### src/rtl/spi_shift_engine.sv
// Full-duplex SPI master shift engine: programmable SCLK divider, modes 0-3, MSB/LSB order.
// Optional build macro SPI_SHIFT_LOOPBACK_EN adds a LoopBack input (sample MOSI instead of MISO).
module spi_shift_engine #(
  parameter int unsigned Size     = 16,
  parameter int unsigned DivWidth = 8
) (
  input  logic                CLK,
  input  logic                Reset,
  input  logic                Start,
  input  logic [Size-1:0]     TxData,
  input  logic [1:0]          SelectMode,
  input  logic                LsbFirst,
  input  logic [DivWidth-1:0] Div,
`ifdef SPI_SHIFT_LOOPBACK_EN
  input  logic                LoopBack,
`endif
  input  logic                MISO,
  output logic                SCLK,
  output logic                MOSI,
  output logic [Size-1:0]     RxData,
  output logic                Busy,
  output logic                Done
);

  localparam int unsigned CntW = $clog2(2 * Size);
  localparam logic [CntW-1:0] LastEdge = CntW'(2 * Size - 1);

  typedef enum logic [1:0] {IDLE, SETUP, XFER, DONE} state_e;

  state_e              state_q;
  logic                cpol_q, cpha_q, lsb_q;
  logic [DivWidth-1:0] div_q, div_cnt_q;
  logic [CntW-1:0]     bit_cnt_q;
  logic [Size-1:0]     tx_q, rx_q;
`ifdef SPI_SHIFT_LOOPBACK_EN
  logic                lb_q;
`endif

  logic            half_done, leading, last_edge, sample_now, drive_now;
  logic            rx_in, tx_out, acc_first;
  logic [Size-1:0] rx_d, tx_shift, acc_shift;

  always_comb begin
    half_done = (div_cnt_q == div_q);
    leading   = ~bit_cnt_q[0];
    last_edge = (bit_cnt_q == LastEdge);
`ifdef SPI_SHIFT_LOOPBACK_EN
    rx_in = lb_q ? MOSI : MISO;
`else
    rx_in = MISO;
`endif
    // CPHA=0 samples on leading edges, CPHA=1 on trailing edges
    sample_now = half_done && (leading ^ cpha_q);
    drive_now  = half_done && (cpha_q ? leading : (~leading && ~last_edge));
    rx_d = rx_q;
    if (sample_now)
      rx_d = lsb_q ? {rx_in, rx_q[Size-1:1]} : {rx_q[Size-2:0], rx_in};
    tx_out    = lsb_q ? tx_q[0] : tx_q[Size-1];
    tx_shift  = lsb_q ? (tx_q >> 1) : (tx_q << 1);
    acc_first = LsbFirst ? TxData[0] : TxData[Size-1];
    acc_shift = LsbFirst ? (TxData >> 1) : (TxData << 1);
  end

  always_ff @(posedge CLK) begin
    if (!Reset) begin
      state_q   <= IDLE;
      cpol_q    <= 1'b0;
      cpha_q    <= 1'b0;
      lsb_q     <= 1'b0;
      div_q     <= '0;
      div_cnt_q <= '0;
      bit_cnt_q <= '0;
      tx_q      <= '0;
      rx_q      <= '0;
`ifdef SPI_SHIFT_LOOPBACK_EN
      lb_q      <= 1'b0;
`endif
      SCLK      <= 1'b0;
      MOSI      <= 1'b0;
      RxData    <= '0;
      Busy      <= 1'b0;
      Done      <= 1'b0;
    end else begin
      Done <= 1'b0;
      unique case (state_q)
        IDLE: begin
          SCLK <= SelectMode[1];
          if (Start) begin
            state_q   <= SETUP;
            cpol_q    <= SelectMode[1];
            cpha_q    <= SelectMode[0];
            lsb_q     <= LsbFirst;
            div_q     <= Div;
`ifdef SPI_SHIFT_LOOPBACK_EN
            lb_q      <= LoopBack;
`endif
            div_cnt_q <= '0;
            bit_cnt_q <= '0;
            rx_q      <= '0;
            Busy      <= 1'b1;
            // CPHA=0 must present the first bit before the first leading edge
            if (!SelectMode[0]) begin
              MOSI <= acc_first;
              tx_q <= acc_shift;
            end else begin
              tx_q <= TxData;
            end
          end
        end
        SETUP: begin
          SCLK <= cpol_q;
          if (half_done) begin
            state_q   <= XFER;
            div_cnt_q <= '0;
          end else begin
            div_cnt_q <= div_cnt_q + 1'b1;
          end
        end
        XFER: begin
          if (half_done) begin
            div_cnt_q <= '0;
            SCLK      <= ~SCLK;
            bit_cnt_q <= bit_cnt_q + 1'b1;
            rx_q      <= rx_d;
            if (drive_now) begin
              MOSI <= tx_out;
              tx_q <= tx_shift;
            end
            if (last_edge) begin
              state_q <= DONE;
              Done    <= 1'b1;
              RxData  <= rx_d;
            end
          end else begin
            div_cnt_q <= div_cnt_q + 1'b1;
          end
        end
        DONE: begin
          SCLK    <= cpol_q;
          Busy    <= 1'b0;
          state_q <= IDLE;
        end
        default: state_q <= IDLE;
      endcase
    end
  end

endmodule

### config.mk
export PLATFORM = sky130hd
export DESIGN_NAME = spi_shift_engine
export DESIGN_NICKNAME = d
export VERILOG_FILES = /design/src/rtl/spi_shift_engine.sv
export SDC_FILE = /design/constraint.sdc
export NUM_CORES = 1
export LEC_CHECK = 0
export BUFFER_PORTS_ARGS = -buffer_cell sky130_fd_sc_hd__buf_2
export CAP_MARGIN = 5
export CORE_ASPECT_RATIO = 0.9
export CORE_UTILIZATION = 59
export DETAILED_ROUTE_END_ITERATION = 8
export PLACE_DENSITY = 0.78
export SLEW_MARGIN = 20
export SYNTH_ARGS = -nofsm -noshare
export SYNTH_HDL_FRONTEND = slang
export SYNTH_SLANG_ARGS = --single-unit
### constraint.sdc
create_clock -name CLK -period 2.7 [get_ports CLK]
set_clock_uncertainty 0.15 [all_clocks]
set_input_delay 0.27 -clock CLK [delete_from_list [all_inputs] [get_ports CLK]]
set_output_delay 0.27 -clock CLK [all_outputs]
set_load 0.02 [all_outputs]
==> impl_metrics.toml <==
[logic_synthesis]
seq_area_frac_synth_pct = 36.1
async_flop_share_pct = 0
ys.flop_type = "dfxtp_1"
synth_cell_types = 55
synth_top_area_cell = "dfxtp_1"
yosys_warnings = 0
ys_top_cells_by_area = "dfxtp_1 36%, mux2i_1 11%, nand2_1 8.9%"
synth_cells = 490
syn_avg_cell_area_um2 = 8.82
ys_ff_latch = 78
netlist.area_leader.share_pct = 36.1
synth_nets = 529
syn_area_um2 = 4320
synth_edf_count = 0

[grt]
grt_max_degree = 44
grt_pass1_wl_mm = 16.4
grt_usage_pct = 26.7
first_global_vias = 3488
antenna_found_initial = 0
grt-ovfl-total = 0

[setup_path]
worst_setup_path_end_kind = "flop"
startpoint = "bit_cnt_q[0]"
worstSetupPathType = "reg -> reg"
reg2regPathDepth = 8
crit_fanout = 15
cp.arrival_ns = 2.53
reg2reg_slack_ns = 0.25
cp-start-kind = "flop"
rr_endpoint = "tx_q[15]"
cp.required_ns = 2.78
r2r_start = "bit_cnt_q[0]"
endpoint = "tx_q[15]"

[power]
intPower_w = 0.00217
switching_share_pct = 39.4
p_comb_share_pct = 36.1
p_per_area_nw_per_um2 = 736
power_switching_w = 0.00141
leakagePower_nw = 1.94
p_seq_share_pct = 41.5
clkPwrFrac_pct = 22.4
ir_worst_vdd_v = 0.000488

[worst_hold_path]
hold_class = "in -> reg"
holdPathStages = 3

[detailed_routing]
wire_per_inst_um = 15.5
drtPass1Iterations = 4
drc_errors = 0
top_layer_used = "met4"
num_vias = 3796
wl_met1_mm = 4.62
via_per_inst = 6.01
ant_nets = 0
wl_met3_um = 569
route.met2.wl_mm = 4.51
drt_wl_total_mm = 9.80
drt_iter0_markers = 275

[cells_and_area]
final_cells = 632
drive_gt1_share_pct = 20.2
nets = 573
design_area_um2 = 4870
areaGrowthSynthToFinish_pct = 12.6
final_cell_mix = "103 x nand2_1, 78 x dfxtp_1, 50 x buf_2, 46 x mux2i_1, 24 x a21oi_1"
final_common_cell = "nand2_1"
antenna-diode-count = 0

[die]
rows = 29
dieWidth_um = 92.2
dieArea_um2 = 7670
initial_core_util_pct = 61.1
die_h_um = 83.2
core_area_um2 = 7080
io_pins = 51

[outcome]
status = "finished clean"

[placed_design]
gp_congestion = 0.848
placedCellCount = 610
post-place-ws_ns = 0.179
port_buffers = 50
place_area_um2 = 4630
dp_hpwl_mm = 6.63

[clocking]
root_buffer = "clkbuf_8"
insertion_delay_ns = 0.36
cts_buffer_depth = 2
cts_sinks = 78
numCtsBuffers = 9
cts_tree = "done"
clk_pin_slew_ns = 0.08
htree_levels = 3

[timing]
finalCriticalPeriod_ns = 2.45
hold_viol = 0
fin_crit_sh_pct = 90.9
rsz0062_at_grt = "false"
timing.fmax_ghz = 0.407
finalSetupTns_ns = 0
setup_viol = 0
tightest_slew_ns = 0.729
fin_ws_ns = 0.246
slew_headroom_pct = 51.4
slew_viol_final = 0

[job]
drv_cap = 0
## kinds of logic after synthesis
kind of cell / Yosys count / share of synthesized area, %
XOR/XNOR: 9 / 2.00
AND/OR/NAND/NOR: 175 / 19.0
AO/OA/AOI/OAI: 116 / 21.5
buffers and inverters: 42 / 4.20
adder cells (fa/ha/maj): 8 / 2.32
flip-flops: 78 / 36.1
multiplexers: 62 / 14.8
## metal layers
metal	GRT usage, %	vias up
met3	5.68	12
li1	-	1885
met5	0	-
met1	36.6	1758
met4	8.66	0
met2	41.7	141
## synthesized netlist by cell type (4+ instances only)
library cell  instances
nand2_1             103
dfxtp_1              78
mux2i_1              46
a21oi_1              24
clkbuf_1             21
o21ai_0              20
nor3_1               19
o211ai_1             18
a221o_1              16
mux2_2               16
nand3_1              12
nor2_1               11
ha_1                  8
buf_2                 7
xnor2_1               7
a2bb2o_1              6
a2bb2o_4              6
inv_1                 6
or4_1                 6
buf_1                 5
o2bb2ai_1             5
and3_1                4
## per-stage QoR
stage / hold slack [ns] / utilization [%] / power (W)
2_1_floorplan: 0.256 / - / 0.00248
3_3_place_gp: 0.296 / 65.4 / 0.00272
3_5_place_dp: 0.302 / 65.4 / 0.00276
4_1_cts: 0.00232 / 68.8 / 0.00357
5_1_grt: 0.0136 / 68.8 / 0.00381
6_report: 0.0145 / 68.8 / 0.00358
## critical path, stage by stage, from the launching register on
cell     delay, ns
dfxtp_1       0.39
ha_1          0.24
and3_1        0.18
ha_1          0.26
nor2_1        0.13
mux2i_1       0.10
o31ai_2       0.43
nand2_4       0.27
mux2i_1       0.19
## registers in the layout (all words and copies together) (netlist names), 2 cells and up
signal and count:
div_q 8, bit_cnt_q 5, rx_q 16, RxData 16, state_q 2, tx_q 16
div_cnt_q 8
## power by group through the flow
stage / registers (W) / clock network (W) / logic, W
6_report: 0.00149 / 0.000803 / 0.00129
3_5_place_dp: 0.00151 / 0 / 0.00125
2_1_floorplan: 0.00148 / 0 / 0.000998
3_3_place_gp: 0.00150 / 0 / 0.00122
5_1_grt: 0.00151 / 0.000883 / 0.00141
4_1_cts: 0.00148 / 0.000821 / 0.00127
## what timing repair did
action / 4_1_cts / 5_1_grt
hold buffers: 6 / 0
endpoints found under the setup margin: 0 / 12
endpoints found under the hold margin: 6 / 0
buffers inserted: 0 / 0
gates resized for setup: 0 / 1
## worst min-delay path by stage
stage | startpoint | endpoint | slack [ns]
CTS | SelectMode[1] | cpol_q | 0.002
global placement | cpol_q | cpol_q | 0.30
detailed placement | cpol_q | cpol_q | 0.30
finish | SelectMode[1] | cpol_q | 0.01
floorplan | SelectMode[1] | cpol_q | 0.26
global route | SelectMode[1] | cpol_q | 0.01
## layout make-up
type	count	area (um^2)
clock inverters	7	52.6
well taps	93	116
repair buffers	69	408
inverters	6	22.5
clock buffers	9	124
flip-flops and latches	78	1560
multi-input cells	370	2580
fillers	562	2210
No activity file was read; power rests on OpenSTA's default activity.
